$ cat src/rtl/mem_load_pkg.sv
// Shared types and constants for the boot-time memory loader.
package mem_load_pkg;

    typedef enum logic [2:0] {
        ST_HOLD  = 3'd0,
        ST_LOAD  = 3'd1,
        ST_DRAIN = 3'd2,
        ST_REL   = 3'd3,
        ST_RUN   = 3'd4
    } state_e;

    localparam logic [2:0]  FUNCT3_SW   = 3'b010;
    localparam logic        REGION_IMEM = 1'b0;
    localparam logic        REGION_DMEM = 1'b1;
    localparam int unsigned TMR_W       = 8;

endpackage

$ cat src/rtl/rst_release_timer.sv
// Down-counter that times how long the CPU stays in reset after a load.
module rst_release_timer
    import mem_load_pkg::*;
(
    input  logic             clk_i,
    input  logic             rst_ni,
    input  logic             load_i,
    input  logic [TMR_W-1:0] load_val_i,
    input  logic             tick_i,
    output logic             zero_o
);

    logic [TMR_W-1:0] cnt_q;

    always_ff @(posedge clk_i or negedge rst_ni) begin
        if (!rst_ni) begin
            cnt_q <= '0;
        end else if (load_i) begin
            cnt_q <= load_val_i;
        end else if (tick_i && (cnt_q != '0)) begin
            cnt_q <= cnt_q - TMR_W'(1);
        end
    end

    assign zero_o = (cnt_q == '0);

endmodule

$ cat src/rtl/mem_load_ctrl.sv
// Boot loader: holds the CPU in reset, writes a handshaked word stream into
// instruction/data memory, then releases the CPU and passes its data port through.
module mem_load_ctrl
    import mem_load_pkg::*;
#(
    parameter int unsigned XLEN           = 32,
    parameter int unsigned IMEM_WORDS     = 64,
    parameter int unsigned DMEM_WORDS     = 64,
    parameter int unsigned AUTO_INC       = 1,
    parameter int unsigned RELEASE_CYCLES = 4,
    parameter int unsigned CNT_W          = 16
) (
    input  logic             clk_i,
    input  logic             rst_ni,
    input  logic             ext_start_i,
    input  logic             ext_valid_i,
    output logic             ext_ready_o,
    input  logic             ext_region_i,
    input  logic [XLEN-1:0]  ext_addr_i,
    input  logic [XLEN-1:0]  ext_data_i,
    input  logic             ext_done_i,
    output logic             cpu_reset_o,
    input  logic             cpu_memwrite_i,
    input  logic [XLEN-1:0]  cpu_adr_i,
    input  logic [XLEN-1:0]  cpu_wdata_i,
    input  logic [2:0]       cpu_funct3_i,
    output logic             imem_we_o,
    output logic [XLEN-1:0]  imem_adr_o,
    output logic [XLEN-1:0]  imem_wdata_o,
    output logic             dmem_we_o,
    output logic [XLEN-1:0]  dmem_adr_o,
    output logic [XLEN-1:0]  dmem_wdata_o,
    output logic [2:0]       dmem_funct3_o,
    output logic [CNT_W-1:0] word_cnt_o,
    output logic             load_err_o,
    output logic             busy_o
);

    localparam int unsigned      PTR_W   = XLEN - 2;
    localparam logic [CNT_W-1:0] CNT_MAX = '1;

    state_e            state_q, state_d;
    logic [PTR_W-1:0]  ptr_q, ptr_d;
    logic [CNT_W-1:0]  cnt_q, cnt_d;
    logic              err_q, err_d;
    logic              imem_we_q, imem_we_d;
    logic              dmem_we_q, dmem_we_d;
    logic [XLEN-1:0]   wr_adr_q, wr_adr_d;
    logic [XLEN-1:0]   wr_data_q, wr_data_d;
    logic              cpu_reset_q, cpu_reset_d;
    logic              ready_q, ready_d;
    logic              busy_q, busy_d;

    logic              beat;
    logic [XLEN-1:0]   beat_addr;
    logic              in_range;
    logic              tmr_load, tmr_tick, tmr_zero;
    logic              run;

    assign beat      = ready_q && ext_valid_i;
    assign beat_addr = (AUTO_INC != 0) ? XLEN'(ptr_q) : ext_addr_i;
    assign in_range  = (ext_region_i == REGION_DMEM) ? (beat_addr < XLEN'(DMEM_WORDS))
                                                     : (beat_addr < XLEN'(IMEM_WORDS));

    rst_release_timer u_timer (
        .clk_i      (clk_i),
        .rst_ni     (rst_ni),
        .load_i     (tmr_load),
        .load_val_i (TMR_W'(RELEASE_CYCLES)),
        .tick_i     (tmr_tick),
        .zero_o     (tmr_zero)
    );

    // Next-state and next-register logic
    always_comb begin
        state_d   = state_q;
        ptr_d     = ptr_q;
        cnt_d     = cnt_q;
        err_d     = err_q;
        imem_we_d = 1'b0;
        dmem_we_d = 1'b0;
        wr_adr_d  = wr_adr_q;
        wr_data_d = wr_data_q;
        tmr_load  = 1'b0;
        tmr_tick  = 1'b0;

        case (state_q)
            ST_HOLD, ST_RUN: begin
                if (ext_start_i) begin
                    state_d = ST_LOAD;
                    ptr_d   = PTR_W'(ext_addr_i);
                    cnt_d   = '0;
                    err_d   = 1'b0;
                end
            end
            ST_LOAD: begin
                if (beat) begin
                    if (in_range) begin
                        imem_we_d = (ext_region_i == REGION_IMEM);
                        dmem_we_d = (ext_region_i == REGION_DMEM);
                        wr_adr_d  = {beat_addr[PTR_W-1:0], 2'b00};
                        wr_data_d = ext_data_i;
                        cnt_d     = (cnt_q == CNT_MAX) ? cnt_q : cnt_q + CNT_W'(1);
                    end else begin
                        err_d = 1'b1;
                    end
                    if (AUTO_INC != 0) begin
                        ptr_d = ptr_q + PTR_W'(1);
                    end
                end
                // A restart reloads the pointer after the beat has used the old one
                if (ext_start_i) begin
                    ptr_d = PTR_W'(ext_addr_i);
                end else if (ext_done_i) begin
                    state_d = ST_DRAIN;
                end
            end
            ST_DRAIN: begin
                state_d  = ST_REL;
                tmr_load = 1'b1;
            end
            ST_REL: begin
                if (ext_start_i) begin
                    state_d = ST_LOAD;
                    ptr_d   = PTR_W'(ext_addr_i);
                    cnt_d   = '0;
                    err_d   = 1'b0;
                end else if (tmr_zero) begin
                    state_d = ST_RUN;
                end else begin
                    tmr_tick = 1'b1;
                end
            end
            default: state_d = ST_HOLD;
        endcase

        cpu_reset_d = (state_d != ST_RUN);
        ready_d     = (state_d == ST_LOAD);
        busy_d      = (state_d == ST_LOAD) || (state_d == ST_DRAIN);
    end

    always_ff @(posedge clk_i or negedge rst_ni) begin
        if (!rst_ni) begin
            state_q     <= ST_HOLD;
            ptr_q       <= '0;
            cnt_q       <= '0;
            err_q       <= 1'b0;
            imem_we_q   <= 1'b0;
            dmem_we_q   <= 1'b0;
            wr_adr_q    <= '0;
            wr_data_q   <= '0;
            cpu_reset_q <= 1'b1;
            ready_q     <= 1'b0;
            busy_q      <= 1'b0;
        end else begin
            state_q     <= state_d;
            ptr_q       <= ptr_d;
            cnt_q       <= cnt_d;
            err_q       <= err_d;
            imem_we_q   <= imem_we_d;
            dmem_we_q   <= dmem_we_d;
            wr_adr_q    <= wr_adr_d;
            wr_data_q   <= wr_data_d;
            cpu_reset_q <= cpu_reset_d;
            ready_q     <= ready_d;
            busy_q      <= busy_d;
        end
    end

    // Once the CPU runs, its data port reaches memory with zero latency
    assign run           = (state_q == ST_RUN);
    assign dmem_we_o     = run ? cpu_memwrite_i : dmem_we_q;
    assign dmem_adr_o    = run ? cpu_adr_i      : wr_adr_q;
    assign dmem_wdata_o  = run ? cpu_wdata_i    : wr_data_q;
    assign dmem_funct3_o = run ? cpu_funct3_i   : FUNCT3_SW;

    assign imem_we_o     = imem_we_q;
    assign imem_adr_o    = wr_adr_q;
    assign imem_wdata_o  = wr_data_q;
    assign ext_ready_o   = ready_q;
    assign cpu_reset_o   = cpu_reset_q;
    assign busy_o        = busy_q;
    assign word_cnt_o    = cnt_q;
    assign load_err_o    = err_q;

endmodule

$ cat config.mk
export PLATFORM = sky130hd
export DESIGN_NAME = mem_load_ctrl
export DESIGN_NICKNAME = d
export VERILOG_FILES = /design/src/rtl/mem_load_pkg.sv /design/src/rtl/rst_release_timer.sv /design/src/rtl/mem_load_ctrl.sv
export SDC_FILE = /design/constraint.sdc
export NUM_CORES = 1
export LEC_CHECK = 0
export BUFFER_PORTS_ARGS = -buffer_cell sky130_fd_sc_hd__buf_2
export CORE_AREA = 2 2 101 151
export CTS_CLUSTER_SIZE = 20
export DETAILED_ROUTE_END_ITERATION = 8
export DIE_AREA = 0 0 103 153
export GPL_ROUTABILITY_DRIVEN = 0
export PLACE_DENSITY = 0.79
export SLEW_MARGIN = 20
export SYNTH_ARGS = -nofsm -noshare
export SYNTH_HDL_FRONTEND = slang
export SYNTH_SLANG_ARGS = --single-unit
$ cat constraint.sdc
create_clock -name clk_i -period 2.35 [get_ports clk_i]
set_clock_uncertainty 0.1 [all_clocks]
set_input_delay 0.1175 -clock clk_i [delete_from_list [all_inputs] [get_ports clk_i]]
set_output_delay 0.1175 -clock clk_i [all_outputs]
set_load 0.02 [all_outputs]
==> metrics <==
Detailed Routing Iterations Pass 1=6; # port buffers=286; vias in the first global route=6,635; gr ovfl total=0; GRT Total Usage=28.3%; Iteration-0 DRC Markers=241; Post-Layout Cell Count=1,200; synth-to-layout area growth=44.0%; register bit count reported by yosys=125; Clock Path Buffers=2; top cell type's share of synthesized area=45.6%; Slowest cell on crit path=dfrtp_2; TritonCTS Buffers=17; leading cell types by count after synthesis=dfrtp_1 (124), mux2_2 (89), nand2_1 (44), a21oi_1 (42), nor2_1 (30); area of the die=15,800 um2; synthesized area=6800 um2; delay-heaviest family, CP=simple AND/OR/NAND/NOR gates; CP max stage delay=0.45 ns; top cells by area, synth=dfrtp_1 (46%), mux2_2 (15%), a21oi_1 (3.1%), nor2b_1 (2.5%), nand2_1 (2.4%); setup violators final=0; FP Rows=54; unique cell type count in the Yosys netlist=67; setup tns final=0 ns; peak supply drop=0.617 mV; Final ANT Viol Nets=0; hold path depth=3; hold slack=0.0127 ns; r2r setup slk=0.16 ns; Max Fclk=0.438 GHz; ys async rst share=100%; Die Ht=153 um; crit start category=flip-flop; YS warnings=0; worst path bufs/invs=2; worst slew pin tran=0.620 ns; CTS sink cnt=125; vias per cell=5.57; final-layout fill cell count=1,128; R2R depth=5; cell taking the most area after synthesis=dfrtp_1; Tmin final=2.28 ns; Initial Utilization=47.1%; Setup crit end kind=primary output; CTS tree=yes; Cell Count Post-Placement=1,106; Die Wd=103 um; reg2reg start=ptr_q[15]; maxcap violations=0; critical path type=flip-flop to primary output; Placeable Area=14,500 um2; first-pass GRT wire length=34,500 um; PD cells=833 nW/um2; Worst-Skew Late Latency=0.42 ns; routed len/inst=19.2 um; DRC viols=0; fin nets=1,131; H-tree depth=4; number of synthesized flops with an enable pin=0; crit-path max FO=13; Fin. Hold Viols=0; count leader, synth=dfrtp_1; Min-Delay Endpoint=ptr_q[18]; Worst path depth=5; Clock transition at path regs=0.06 ns; Detailed Place HPWL=15,900 um; share of layout cells above drive strength 1=47.1%; worst relative slew slack=58.6%; RR Endpoint=imem_wdata_o[18]; Leak Pwr=5.11 nW; largest net degree at the start of global routing=67; crit path DAT=2.07 ns; Hold Path Class=primary input to flip-flop; CP Data Required Time=2.13 ns; Setup crit start=state_q[0]; status=finished, final reports clean; clk root buf=clkbuf_16; Cells after Synth=637; RSZ-0062 raised after global routing=false; antenna violations before repair=2; via count=6,681; Tcrit/Tclk final=97.2%; hold_sp=ext_addr_i[18]; average size of a mapped cell=10.7 um2; Ports=291; ys flop type=dfrtp_1; Slew Limit Fails=0; Routed WL=23,100 um; crit path cell chain=nor2_2 > and2_4 > buf_12 > mux2_2 > buf_2; register area share after synthesis=46.0%
==> repair_timing <==
action | in CTS | in global routing
gates resized for setup | 1 | 3
buffers inserted | 0 | 1
cloned | 0 | 2
hold endpoints to repair | 186 | 0
hold buffers | 58 | 0
pin swaps | 0 | 1
endpoints found under the setup margin | 37 | 40
==> flip-flops by register name, indices dropped and copies added, names as in the netlist <==
signal         count
cpu_reset_o        1
dmem_we_q          1
imem_wdata_o      32
imem_we_o          1
ptr_q             30
state_q            3
ext_ready_o        1
load_err_o         1
u_timer.cnt_q      8
busy_o             1
imem_adr_o        30
word_cnt_o        16
==> cells by family after synthesis <==
logic type	count (synthesis)	share of synthesized area, %
XOR/XNOR	4	0.515
multiplexers	105	17.3
AO/OA/AOI/OAI	138	13.6
AND/OR/NAND/NOR	205	17.8
other	1	0.0551
adder cells (fa/ha/maj)	3	0.552
flip-flops	125	46.0
buffers and inverters	56	4.19
==> power breakdown <==
part,switching [mW],leakage (nW),internal (mW)
Clock,0.980,0.296,1.77
Combinational,1.32,3.19,1.03
Sequential,0.534,1.63,2.53
Total,2.84,5.11,5.33
==> worst max-delay path by stage <==
| stage | end | slack [ns] |
|---|---|---|
| detailed placement | imem_wdata_o[0] | 0.15 |
| global placement | imem_wdata_o[3] | 0.24 |
| floorplan | word_cnt_o[14] | 0.27 |
| global route | dmem_adr_o[20] | 0.01 |
| finish | dmem_adr_o[20] | 0.07 |
| CTS | dmem_adr_o[20] | 0.02 |
==> per-stage QoR <==
stage                     util (%)  setup slack (ns)  cell area [um2]  power [mW]
after floorplan                  -             0.272             6810        4.56
after global placement        59.1             0.243             8550        5.21
after detailed placement      59.1             0.154             8550        5.29
after CTS                     67.4            0.0233             9750        8.17
after global routing          67.8            0.0118             9800        8.61
final                         67.8            0.0660             9800        8.16
==> final cells by class <==
| type | instances | area [um2] | share of cell area, % |
|---|---|---|---|
| inverter | 15 | 56.3 | 0.575 |
| multi-input combinational | 458 | 3420 | 34.9 |
| clock buffer | 17 | 425 | 4.34 |
| clock inverter | 14 | 193 | 1.97 |
| tap | 196 | 245 | 2.50 |
| antenna | 2 | 5.00 | 0.0511 |
| timing repair buffer | 373 | 2320 | 23.7 |
| sequential | 125 | 3130 | 32.0 |
==> metal layers <==
layer	wire, um	GRT usage, %
met5	0	0
met4	752	12.2
met3	2300	11.1
met2	11500	47.8
met1	8540	30.9
==> cells in the final DEF, fill, tap and decap left out, drive strengths merged, types with 16 or more instances in the layout <==
cell type	n
nand3	16
dlygate4sd3	58
a31oi	18
o21ai	20
a21oi	42
nand2	44
dfrtp	124
inv	17
nor2	33
buf	314
nor2b	27
nand4	24
clkbuf	18
mux2	101
==> worst reg2reg max path: stages, from the launching register on <==
cell,delay (ns)
dfrtp_1,0.44
nor4_2,0.47
nand4_4,0.24
nor2_4,0.21
buf_12,0.22
mux2_2,0.39
Note: power is estimated with default switching activity, not from simulation.
